## config.mk

```make
export PLATFORM = sky130hd
export DESIGN_NAME = apb_cfg_regfile
export DESIGN_NICKNAME = d
export VERILOG_FILES = /design/src/rtl/cfg_regs_pkg.sv /design/src/rtl/apb_wait_ctrl.sv /design/src/rtl/apb_cfg_regfile.sv
export SDC_FILE = /design/constraint.sdc
export NUM_CORES = 1
export LEC_CHECK = 0
export CAP_MARGIN = 25
export CORE_UTILIZATION = 56
export CTS_BUF_LIST = sky130_fd_sc_hd__clkbuf_8
export CTS_CLUSTER_SIZE = 20
export DETAILED_ROUTE_END_ITERATION = 8
export DONT_BUFFER_PORTS = 1
export HOLD_SLACK_MARGIN = 0.15
export PLACE_DENSITY = 0.71
export SYNTH_ARGS = -nofsm -noshare
export SYNTH_HDL_FRONTEND = slang
export SYNTH_SLANG_ARGS = --single-unit
```

## constraint.sdc

```tcl
create_clock -name pclk -period 3.12 [get_ports pclk]
set_input_delay 0.936 -clock pclk [delete_from_list [all_inputs] [get_ports pclk]]
set_output_delay 0.936 -clock pclk [all_outputs]
set_load 0.02 [all_outputs]
```

## src/rtl/cfg_regs_pkg.sv

```systemverilog
// Purpose: shared register map, transfer FSM encoding and VERSION default for the APB config block.
// Latency: n/a (constants, types and a helper function only).
// Backpressure: n/a.
package cfg_regs_pkg;

  // Word addresses of the register map
  localparam int unsigned ADDR_CTRL     = 0;
  localparam int unsigned ADDR_WAY_EN   = 1;
  localparam int unsigned ADDR_QOS_PRI  = 2;
  localparam int unsigned ADDR_IRQ_STAT = 3;
  localparam int unsigned ADDR_IRQ_MASK = 4;
  localparam int unsigned ADDR_VERSION  = 5;
  localparam int unsigned ADDR_LAST     = ADDR_VERSION;

  // Value presented by the read-only VERSION register unless overridden
  localparam logic [31:0] VERSION_DEFAULT = 32'h0002_0000;

  // Transfer FSM encoding, kept as plain constants for legacy tools
  typedef logic [0:0] fsm_state_t;
  localparam fsm_state_t ST_IDLE   = 1'b0;
  localparam fsm_state_t ST_ACCESS = 1'b1;

  // Wait counter is wide enough for the largest legal wait setting (15)
  localparam int unsigned WAIT_CNT_W = 4;

  // True when a zero-extended word address hits a decoded register
  function automatic logic addr_in_map(input logic [31:0] addr);
    return addr <= 32'(ADDR_LAST);
  endfunction

endpackage

```

## src/rtl/apb_wait_ctrl.sv

```systemverilog
// Purpose: APB transfer sequencer (IDLE/ACCESS) with programmable wait states.
// Latency: pready rises WAIT_CYC cycles after the first access cycle; zero-wait when WAIT_CYC=0.
// Backpressure: slave-side only; pready held low while the wait counter runs, psel drop aborts.
module apb_wait_ctrl
  import cfg_regs_pkg::*;
#(
  parameter int WAIT_CYC = 0
) (
  input  logic pclk,
  input  logic rst_b,
  input  logic psel,
  input  logic penable,
  output logic pready,
  output logic setup,
  output logic done
);

  localparam logic [WAIT_CNT_W-1:0] WAIT_LIM = WAIT_CNT_W'(WAIT_CYC);

  fsm_state_t            state;
  fsm_state_t            state_nxt;
  logic [WAIT_CNT_W-1:0] cnt;
  logic [WAIT_CNT_W-1:0] cnt_nxt;

  // Setup phase is only recognised from IDLE so a held psel cannot restart a transfer
  assign setup  = (state == ST_IDLE) & psel & ~penable;
  assign pready = (state == ST_ACCESS) & psel & penable & (cnt == WAIT_LIM);
  assign done   = pready;

  // Next-state and wait-counter logic
  always_comb begin
    state_nxt = state;
    cnt_nxt   = cnt;
    if (state == ST_IDLE) begin
      if (setup) begin
        state_nxt = ST_ACCESS;
        cnt_nxt   = '0;
      end
    end else begin
      if (!psel) begin
        // master abandoned the transfer: nothing commits
        state_nxt = ST_IDLE;
        cnt_nxt   = '0;
      end else if (pready) begin
        state_nxt = ST_IDLE;
        cnt_nxt   = '0;
      end else if (cnt != WAIT_LIM) begin
        cnt_nxt = cnt + 1'b1;
      end
    end
  end

  // State and counter registers with synchronous reset
  always_ff @(posedge pclk) begin
    if (!rst_b) begin
      state <= ST_IDLE;
      cnt   <= '0;
    end else begin
      state <= state_nxt;
      cnt   <= cnt_nxt;
    end
  end

endmodule

```

## src/rtl/apb_cfg_regfile.sv

```systemverilog
// Purpose: APB configuration register file driving QoS/way enables and a maskable event interrupt.
// Latency: writes visible on outputs at the completion edge; prdata registered at the setup edge.
// Backpressure: WAIT_CYC wait states per access via pready; errors flagged on pslverr with pready.
module apb_cfg_regfile
  import cfg_regs_pkg::*;
#(
  parameter int          DATA_WIDTH = 32,
  parameter int          ADDR_WIDTH = 10,
  parameter int          SLV_NUM    = 3,
  parameter int          PRI_W      = 2,
  parameter int          WAIT_CYC   = 0,
  parameter logic [31:0] VERSION    = VERSION_DEFAULT
) (
  input  logic                       pclk,
  input  logic                       rst_b,
  input  logic                       psel,
  input  logic                       penable,
  input  logic                       pwrite,
  input  logic [ADDR_WIDTH-1:0]      paddr,
  input  logic [DATA_WIDTH-1:0]      pwdata,
  output logic                       pready,
  output logic                       pslverr,
  output logic [DATA_WIDTH-1:0]      prdata,
  input  logic [SLV_NUM-1:0]         evt_in,
  output logic                       qos_en,
  output logic [SLV_NUM-1:0]         way_en,
  output logic [SLV_NUM*PRI_W-1:0]   qos_pri,
  output logic                       irq
);

  localparam int PRI_TOT = SLV_NUM * PRI_W;

  logic                  setup;
  logic                  done;
  logic                  addr_err;
  logic                  wr_commit;
  logic [SLV_NUM-1:0]    irq_stat;
  logic [SLV_NUM-1:0]    irq_mask;
  logic [SLV_NUM-1:0]    stat_clr;
  logic [DATA_WIDTH-1:0] rd_mux;
  logic                  unused_pwdata_par;

  // Register bits beyond the implemented fields are ignored on write
  assign unused_pwdata_par = ^pwdata;

  apb_wait_ctrl #(
    .WAIT_CYC (WAIT_CYC)
  ) u_wait_ctrl (
    .pclk    (pclk),
    .rst_b   (rst_b),
    .psel    (psel),
    .penable (penable),
    .pready  (pready),
    .setup   (setup),
    .done    (done)
  );

  // Out-of-map addresses and any write to VERSION are rejected with no side effects
  assign addr_err  = ~addr_in_map(32'(paddr)) |
                     (pwrite & (paddr == ADDR_WIDTH'(ADDR_VERSION)));
  assign pslverr   = pready & addr_err;
  assign wr_commit = done & pwrite & ~addr_err;

  // W1C clear mask, only populated by a committing write to IRQ_STAT
  assign stat_clr = (wr_commit && (paddr == ADDR_WIDTH'(ADDR_IRQ_STAT))) ?
                    pwdata[SLV_NUM-1:0] : '0;

  assign irq = |(irq_stat & irq_mask);

  // Read data selection; unused bits and unmapped addresses return zero
  always_comb begin
    rd_mux = '0;
    case (paddr)
      ADDR_WIDTH'(ADDR_CTRL):     rd_mux[0]             = qos_en;
      ADDR_WIDTH'(ADDR_WAY_EN):   rd_mux[SLV_NUM-1:0]   = way_en;
      ADDR_WIDTH'(ADDR_QOS_PRI):  rd_mux[PRI_TOT-1:0]   = qos_pri;
      ADDR_WIDTH'(ADDR_IRQ_STAT): rd_mux[SLV_NUM-1:0]   = irq_stat;
      ADDR_WIDTH'(ADDR_IRQ_MASK): rd_mux[SLV_NUM-1:0]   = irq_mask;
      ADDR_WIDTH'(ADDR_VERSION):  rd_mux                = DATA_WIDTH'(VERSION);
      default:                    rd_mux                = '0;
    endcase
  end

  // Read data is captured once at setup and held across the wait states
  always_ff @(posedge pclk) begin
    if (!rst_b) begin
      prdata <= '0;
    end else if (setup) begin
      prdata <= rd_mux;
    end
  end

  // CTRL register: QoS global enable
  always_ff @(posedge pclk) begin
    if (!rst_b) begin
      qos_en <= 1'b0;
    end else if (wr_commit && (paddr == ADDR_WIDTH'(ADDR_CTRL))) begin
      qos_en <= pwdata[0];
    end
  end

  // WAY_EN register: per-slave enables
  always_ff @(posedge pclk) begin
    if (!rst_b) begin
      way_en <= '0;
    end else if (wr_commit && (paddr == ADDR_WIDTH'(ADDR_WAY_EN))) begin
      way_en <= pwdata[SLV_NUM-1:0];
    end
  end

  // QOS_PRI register: packed per-slave priorities
  always_ff @(posedge pclk) begin
    if (!rst_b) begin
      qos_pri <= '0;
    end else if (wr_commit && (paddr == ADDR_WIDTH'(ADDR_QOS_PRI))) begin
      qos_pri <= pwdata[PRI_TOT-1:0];
    end
  end

  // IRQ_MASK register
  always_ff @(posedge pclk) begin
    if (!rst_b) begin
      irq_mask <= '0;
    end else if (wr_commit && (paddr == ADDR_WIDTH'(ADDR_IRQ_MASK))) begin
      irq_mask <= pwdata[SLV_NUM-1:0];
    end
  end

  // IRQ_STAT: events set, W1C clears, and a coincident event beats the clear
  always_ff @(posedge pclk) begin
    if (!rst_b) begin
      irq_stat <= '0;
    end else begin
      irq_stat <= (irq_stat & ~stat_clr) | evt_in;
    end
  end

endmodule

```

# Word level (Yosys, flattened, before mapping)
# Cells that the tools add are included.
# word_totals
ff_bits,53
input_bits,50
out_inout_bits,45
wordCells,59
# op_classes
n_addsub,1
n_lt_le_gt_ge,1
n_eq_ne,6
n_mux,14
n_bitwise,18
n_reduce_logical,11
# op_table
operator,count
$eq 10x2->1 const B,2
$eq 10x3->1 const B,2
$mux 4,5
$mux 12,1
$eq 10x1->1 const B,1
$le 10x3->1 const B,1
$logic_not 10->1,1
$and 1x1->1,9
$pmux 2 s4,1
$and 3x3->3,2
$mux 3,2
$logic_and 1x1->1,5
$pmux 1 s5,1
$add 4x1->4 const B,1
$logic_not 4->1,1
$mux 1,4
$ne 4x4->1 const B,1
$not 1->1,4
$reduce_bool 4->1,1
$not 3->3,1
$or 3x3->3,1
$reduce_or 3->1,1
$reduce_and 2->1,1
$reduce_bool 2->1,1
$or 1x1->1,1

# Longest topological paths before layout
# Gate-level depths: netlist (run 1).
# logic_depth
ltp_word,10
depth_mapped,7
depth_no_buf,6

# By module
# Synthesis (run 1) repeated with hierarchy kept, for this count alone.
# hier_totals
cells_unflattened,185
area_unflattened_um2,1672.9
# by_module_without_submodules
mod,n_inst,cells_per_inst,area_per_inst_um2,seq_area_each_um2
apb_cfg_regfile,1,151,1351.3,460.4
apb_wait_ctrl,1,34,321.6,100.1

# Worst setup path before layout (run 1)
# Ideal clock, no wire load.
# synth_path
path_type,input to output
start,input paddr[3]
end,output pslverr
arrival_ps,1772
required_ps,2184
setup_slack_ps,412
cell_stages,3
n_path_buf,0
cell_sequence,or3_4 nor3_1 a31oi_1
# synth_between
elab_chain_len,4
elab_cells_between_ends,6
cone_classes,order compare: 1; eq/ne: 1; bitwise: 4
# synth_rtl
item,line_no,rtl
"start, declared",apb_cfg_regfile.sv:19,"input logic [ADDR_WIDTH-1:0] paddr,"
$le 10x3->1 or $eq 10x3->1 (tied branches),"cfg_regs_pkg.sv:28, apb_cfg_regfile.sv:60",
$not 1->1 or $and 1x1->1 (tied branches),"apb_cfg_regfile.sv:59, apb_cfg_regfile.sv:60",
$or 1x1->1 (*),apb_cfg_regfile.sv:59,assign addr_err = ~addr_in_map(32'(paddr)) |
$and 1x1->1 (*),apb_cfg_regfile.sv:61,assign pslverr = pready & addr_err;
"end, declared",apb_cfg_regfile.sv:22,"output logic pslverr,"
# Every way passes the cells marked *; elsewhere a longest branch is shown, timed or not.

# Final worst setup path (run 1)
# Ends and elaborated chain as after synthesis.

==> flow_summary_export.csv, run 1 <==
group,metric,value,unit
status,status,"finished with violations",
status,violations,"DRC",
finish,layoutNonFillerInstCount,220,
critical_path,ff2ff_setup_slack,1.34,ns
sta,slew_headroom,60.9,%
floorplan,io_pins,95,
synthesis,synth_top_cell_area_share,32.3,%
clocking,htree_levels,1,
clocking,clock_sinks,28,
finish,areaGrowthSynthToFinish,-2.95,%
grt,antenna_found_initial,0,
power_and_ir_drop,p_clk_share,39.0,%
grt,track_usage,22.2,%
grt,grt_pass1_wl,5710,um
sta,fin_setup_tns,0,ns
routing,wl_per_cell,15.9,um
critical_path,crit_path_start,"paddr[3]",
sta,tightest_slew,0.584,ns
critical_path,cp-start-kind,"primary input",
sta,worst_slack,0.324,ns
finish,final_cell_area,1690,um2
floorplan,fp.dieH,57.7,um
power_and_ir_drop,power_switching,0.000176,W
floorplan,initial_core_util,60.9,%
routing,viasPerCell,6.01,
finish,nNetsFinal,242,
sta,finalHoldViolCount,0,
critical_path,crit_arrival,1.86,ns
power_and_ir_drop,power.density,435,nW/um2
hold_path,min_from,"irq_mask[1]$_SDFFE_PN0P_",
critical_path,path_max_fanout,4,
placed_design,gp_congestion,0.794,
critical_path,r2r_start,"u_wait_ctrl.cnt[0]$_SDFFE_PN0P_",
clocking,cts_resized,0,
finish,num_antenna_cells,0,
routing,drtIter0Drc,60,
synthesis,yosysSeqAreaShare,32.3,%
sta,fin_crit,2.80,ns
critical_path,cp.required,2.18,ns
placed_design,io_buffers,0,
job,maxCapViolCount,0,
floorplan,core_area,2850,um2
synthesis,synth_async_sr_flop_share,0,%
sta,fin_worst_skew,0.00990,ns
synthesis,synth-edff-count,0,
clocking,clock_insertion_delay_worst_skew,0.28,ns
sta,setup_viol,0,
clocking,cts_hold_buffers,0,
placed_design,placed_area,1610,um2
routing,vias,1323,
routing,ant_nets,0,
synthesis,synth.area.top_cells,"dfxtp_1 (32%), buf_4 (11%), mux2i_1 (9.2%), nand2_1 (6.5%), nor4_4 (2.4%)",
routing,drt_pass1_iterations,9,
clocking,post_cts_buffers,0,
critical_path,cp_slowest_cell,"or3_4",
critical_path,r2r_cells,6,
placed_design,preCtsSetupSlack,0.340,ns
placed_design,dp.cells,216,
synthesis,avgSynthCellArea,8.91,um2
critical_path,slowest_delay,0.42,ns
clocking,root_buffer,"clkbuf_8",
hold_path,min_path_type,"flop to flop",
power_and_ir_drop,share_seq_of_total_power,50.6,%
synthesis,synth_common_cells,"nand2_1 (30), dfxtp_1 (28), buf_4 (25)",
sta,fmax,0.358,GHz
clocking,cts_tree,"done",
clocking,clk_pin_slew_worst_paths,0.10,ns
floorplan,num_rows,19,
sta,rsz0062_at_grt,"no",
synthesis,yosysUniqueCellTypes,54,
synthesis,synth_top_cell_by_area,"dfxtp_1",
power_and_ir_drop,p_int,0.000558,W
clocking,cts_made_buffers,3,
routing,wl,3500,um
critical_path,worstSetupPathType,"primary input to output port",
clocking,clockBufferDepth,2,
hold_path,worstHoldPathCells,2,
placed_design,dpl.hpwl,2740,um
grt,overflow,0,
grt,grt_pass1_vias,1292,
critical_path,reg2reg_to,"way_en[0]$_SDFFE_PN0P_",
finish,drive_gt1_share,8.47,%
synthesis,synth_area,1740,um2
hold_path,worstHoldEndpoint,"irq_mask[1]$_SDFFE_PN0P_",
routing,drc,6,
power_and_ir_drop,irDropWorstVdd,0.244,mV
synthesis,synth_seq_cells,28,
sta,slew_viol_final,0,
power_and_ir_drop,p_comb_share,10.4,%
synthesis,synth-main-ff-cell,"dfxtp_1",
synthesis,syn_inst,195,
grt,grt_start_max_net_pins,33,
sta,fin_crit_sh,89.6,%
synthesis,synth_most_common_cell,"nand2_1",
floorplan,die-area,3330,um2
floorplan,die_x,57.7,um
power_and_ir_drop,p_leak,0.699,nW
power_and_ir_drop,switching_share,24.0,%
synthesis,yosys_warnings,0,
critical_path,crit_path_cell_trace,"or3_4 > nor3_1 > a31oi_1",
critical_path,cp-end-kind,"output port",
==> sequential cells by signal, indices dropped and copies added (netlist names) <==
register           count
irq_mask               3
irq_stat               3
prdata                 7
qos_en                 1
qos_pri                6
u_wait_ctrl.cnt        4
u_wait_ctrl.state      1
way_en                 3
==> area by class of cell <==
type	instances	area, um2
clock buffer	3	41.3
multi-input combinational	152	996
sequential	28	561
fill	258	1170
inverter	5	18.8
clock inverter	1	30.0
tap	31	38.8
==> layer usage <==
layer	share of wire (%)	GRT usage, %
met1	40	25.3
met2	50	38.7
met3	9.0	6.70
met4	1.1	9.18
met5	0	0
==> worst max path at each step <==
stage              end  slack, ns  cells after the start
5_1_grt        pslverr       0.25                      3
6_report       pslverr       0.32                      3
3_5_place_dp   pslverr       0.34                      3
3_3_place_gp   pslverr       0.34                      3
4_1_cts        pslverr       0.34                      3
2_1_floorplan  pslverr       0.41                      3
==> metrics by stage <==
step           util [%]  hold slack (ns)  power [W]
2_1_floorplan         -            0.451   0.000481
3_3_place_gp       56.6            0.466   0.000452
3_5_place_dp       56.6            0.477   0.000455
4_1_cts            59.1            0.490   0.000734
5_1_grt            59.1            0.524   0.000759
6_report           59.1            0.491   0.000733
==> placed cells by master (no fill, tap or decap), types with 2 or more instances in the layout <==
cell type,synthesis,routed
or3b_1,2,2
nor3b_1,3,3
nor4_4,2,2
nand3b_1,2,2
nor2_1,7,7
o21ai_0,6,6
inv_1,5,5
dfxtp_1,28,28
conb_1,1,25
mux2_2,2,2
a22oi_1,2,2
nor3_1,2,2
xnor2_1,2,2
clkbuf_8,1,3
a22o_1,2,2
a31oi_1,2,2
a21boi_1,5,5
mux2i_1,16,16
nand2_1,30,30
nand3_1,6,6
ha_1,2,2
and2b_1,2,2
a21oi_1,5,5
o211ai_1,2,2
==> cell families after synthesis <==
family | Yosys count | synth area share (%)
and+or+nand+nor | 71 | 25.0
buffers and inverters | 39 | 15.6
AOI/OAI and AO/OA | 33 | 13.5
DFF | 28 | 32.3
muxes | 18 | 10.5
xor gates and xnor gates | 3 | 1.51
adders and majority gates | 2 | 1.44
other | 1 | 0.216
==> power by group through the flow <==
stage	registers, W	logic, W	clock network (W)
global placement	0.000379	0.0000736	0
finish	0.000371	0.0000765	0.000286
floorplan	0.000376	0.000105	0
CTS	0.000371	0.0000759	0.000287
global route	0.000371	0.0000841	0.000303
detailed placement	0.000379	0.0000758	0
==> worst max-delay path, delay by kind of cell <==
kind / cells / cell delay, ns
AOI/OAI and AO/OA: 1 / 0.28
and+or+nand+nor: 2 / 0.64
No activity file was read; power rests on OpenSTA's default activity.
==> run 2, diff against run 1 <==
BUFFER_PORTS_ARGS = -buffer_cell sky130_fd_sc_hd__buf_2   (was default)
CORE_UTILIZATION = 50   (was 56)
CTS_CLUSTER_DIAMETER = 150   (was default)
DONT_BUFFER_PORTS = default   (was 1)
PLACE_DENSITY = 0.88   (was 0.71)
==> run 2 against run 1 <==
The flow now finishes without violations; fmax decreased by 6.7%; clock-buffer cell count unchanged; critical path depth increased by 2; design area up 14%; via count increased by 10%; critical endpoint unchanged; cell count grew 26%.
==> flow_summary_export.csv, run 2 (synthesis results as in run 1) <==
group,metric,value,unit
clocking,cts_made_buffers,3,
sta,hold_ws,0.454,ns
finish,seqCellArea,561,um2
finish,fillers,311,
power_and_ir_drop,power.density,401,nW/um2
critical_path,ff2ff_setup_slack,1.39,ns
finish,largest_register_ffs,7,
finish,final_cell_mix,"buf_2 (43), nand2_1 (30), dfxtp_1 (28)",
routing,drc,0,
placed_design,io_buffers,43,
grt,grt_pass1_wl,5690,um
routing,vias,1459,
sta,fin_worst_skew,0.00868,ns
finish,areaGrowthSynthToFinish,10.5,%
finish,drive_gt1_share,25.4,%
grt,track_usage,20.9,%
floorplan,io_pins,95,
clocking,root_buffer,"clkbuf_8",
clocking,cts_tree,"done",
power_and_ir_drop,p_leak,0.901,nW
finish,layoutNonFillerInstCount,278,
critical_path,worstSetupPathType,"primary input to output port",
finish,regMostFlops,"prdata",
hold_path,min_path_type,"flop to flop",
grt,grt_pass1_vias,1287,
floorplan,die_x,60.9,um
job,maxCapViolCount,0,
routing,drt_pass1_iterations,6,
critical_path,cp-end-kind,"output port",
sta,fin_crit_sh,96.1,%
sta,setup_viol,0,
floorplan,die-area,3710,um2
routing,ant_nets,0,
sta,rsz0062_at_grt,"no",
finish,multi_input_area,996,um2
critical_path,slowest_delay,0.43,ns
clocking,clock_sinks,28,
clocking,post_cts_buffers,0,
power_and_ir_drop,power,0.000770,W
finish,num_antenna_cells,0,
critical_path,cp-start-kind,"primary input",
placed_design,dp.cells,274,
grt,antenna_found_initial,0,
routing,viasPerCell,5.25,
placed_design,dpl.hpwl,2730,um
routing,drtIter0Drc,40,
sta,finalHoldViolCount,0,
critical_path,crit_path_cell_trace,"buf_2 > or3_4 > nor3_1 > a31oi_1 > buf_2",
power_and_ir_drop,irDropWorstVdd,0.222,mV
critical_path,cp.required,2.18,ns
clocking,cts_hold_buffers,0,
critical_path,crit_family,"simple AND/OR/NAND/NOR gates",
finish,reg.largest.list,"prdata (7), qos_pri (6), u_wait_ctrl.cnt (4)",
critical_path,cp_slowest_cell,"or3_4",
placed_design,gp_congestion,0.893,
floorplan,fp.dieH,60.9,um
critical_path,crit_top_cell,"buf_2",
floorplan,core_area,3340,um2
clocking,clock_insertion_delay_worst_skew,0.28,ns
clocking,clk_pin_slew_worst_paths,0.10,ns
clocking,clockBufferDepth,2,
routing,wl,3530,um
sta,fmax,0.334,GHz
clocking,cts_resized,0,
clocking,htree_levels,1,
sta,slew_viol_final,0,
critical_path,path_max_fanout,4,
sta,fin_crit,3.00,ns
finish,layout_commonest_cell,"buf_2",
critical_path,crit_arrival,2.06,ns
critical_path,cp_num_buf_inv,2,
floorplan,num_rows,21,
routing,wl_per_cell,12.7,um
sta,fin_setup_tns,0,ns
grt,overflow,0,
status,status,"completed",
grt,grt_start_max_net_pins,33,
floorplan,initial_core_util,52.0,%
finish,nNetsFinal,285,
run 2: worst paths after layout:
| kind | startpoint | endpoint | cells after the start |
|---|---|---|---|
| min reg2reg | prdata[17]$_SDFFE_PN0P_ | prdata[17]$_SDFFE_PN0P_ | 2 |
| max reg2reg | u_wait_ctrl.cnt[0]$_SDFFE_PN0P_ | irq_mask[0]$_SDFFE_PN0P_ | 6 |
| max | paddr[3] | pslverr | 5 |
| min | prdata[17]$_SDFFE_PN0P_ | prdata[17]$_SDFFE_PN0P_ | 2 |
run 2: layer usage:
metal  GRT usage [%]  vias up  routed length (um)
li1                -      713                   -
met1            27.5      671                1550
met2            33.9       70                1700
met3            2.99        5                 234
met4            9.42        0                  46
met5               0        -                   0
run 2: power breakdown:
part | internal, W | switching (W) | total [W]
Sequential | 0.000363 | 0.00000554 | 0.000369
Combinational | 0.0000332 | 0.0000770 | 0.000110
Clock | 0.000172 | 0.000119 | 0.000291
Total | 0.000569 | 0.000202 | 0.000770
run 2: layout make-up:
type / count / share of cell area (%)
clock buffers: 3 / 2.15
clock inverters: 1 / 1.56
inverters: 5 / 0.978
multi-input cells: 152 / 51.9
flip-flops and latches: 28 / 29.2
well taps: 46 / 3.00
repair buffers: 43 / 11.2
run 2: through the flow:
| stage | area, um2 | setup slack, ns | utilization, % |
|---|---|---|---|
| after floorplan | 1830 | 0.412 | - |
| after global placement | 1850 | 0.169 | 55.4 |
| after detailed placement | 1850 | 0.154 | 55.4 |
| after CTS | 1920 | 0.153 | 57.5 |
| after global routing | 1920 | 0.0582 | 57.5 |
| final | 1920 | 0.122 | 57.5 |
run 2: tightest hold or removal path, cell delays in order (launching register included):
cell      delay (ns)
dfxtp_1         0.32
nand2_1         0.05
a21boi_1        0.05
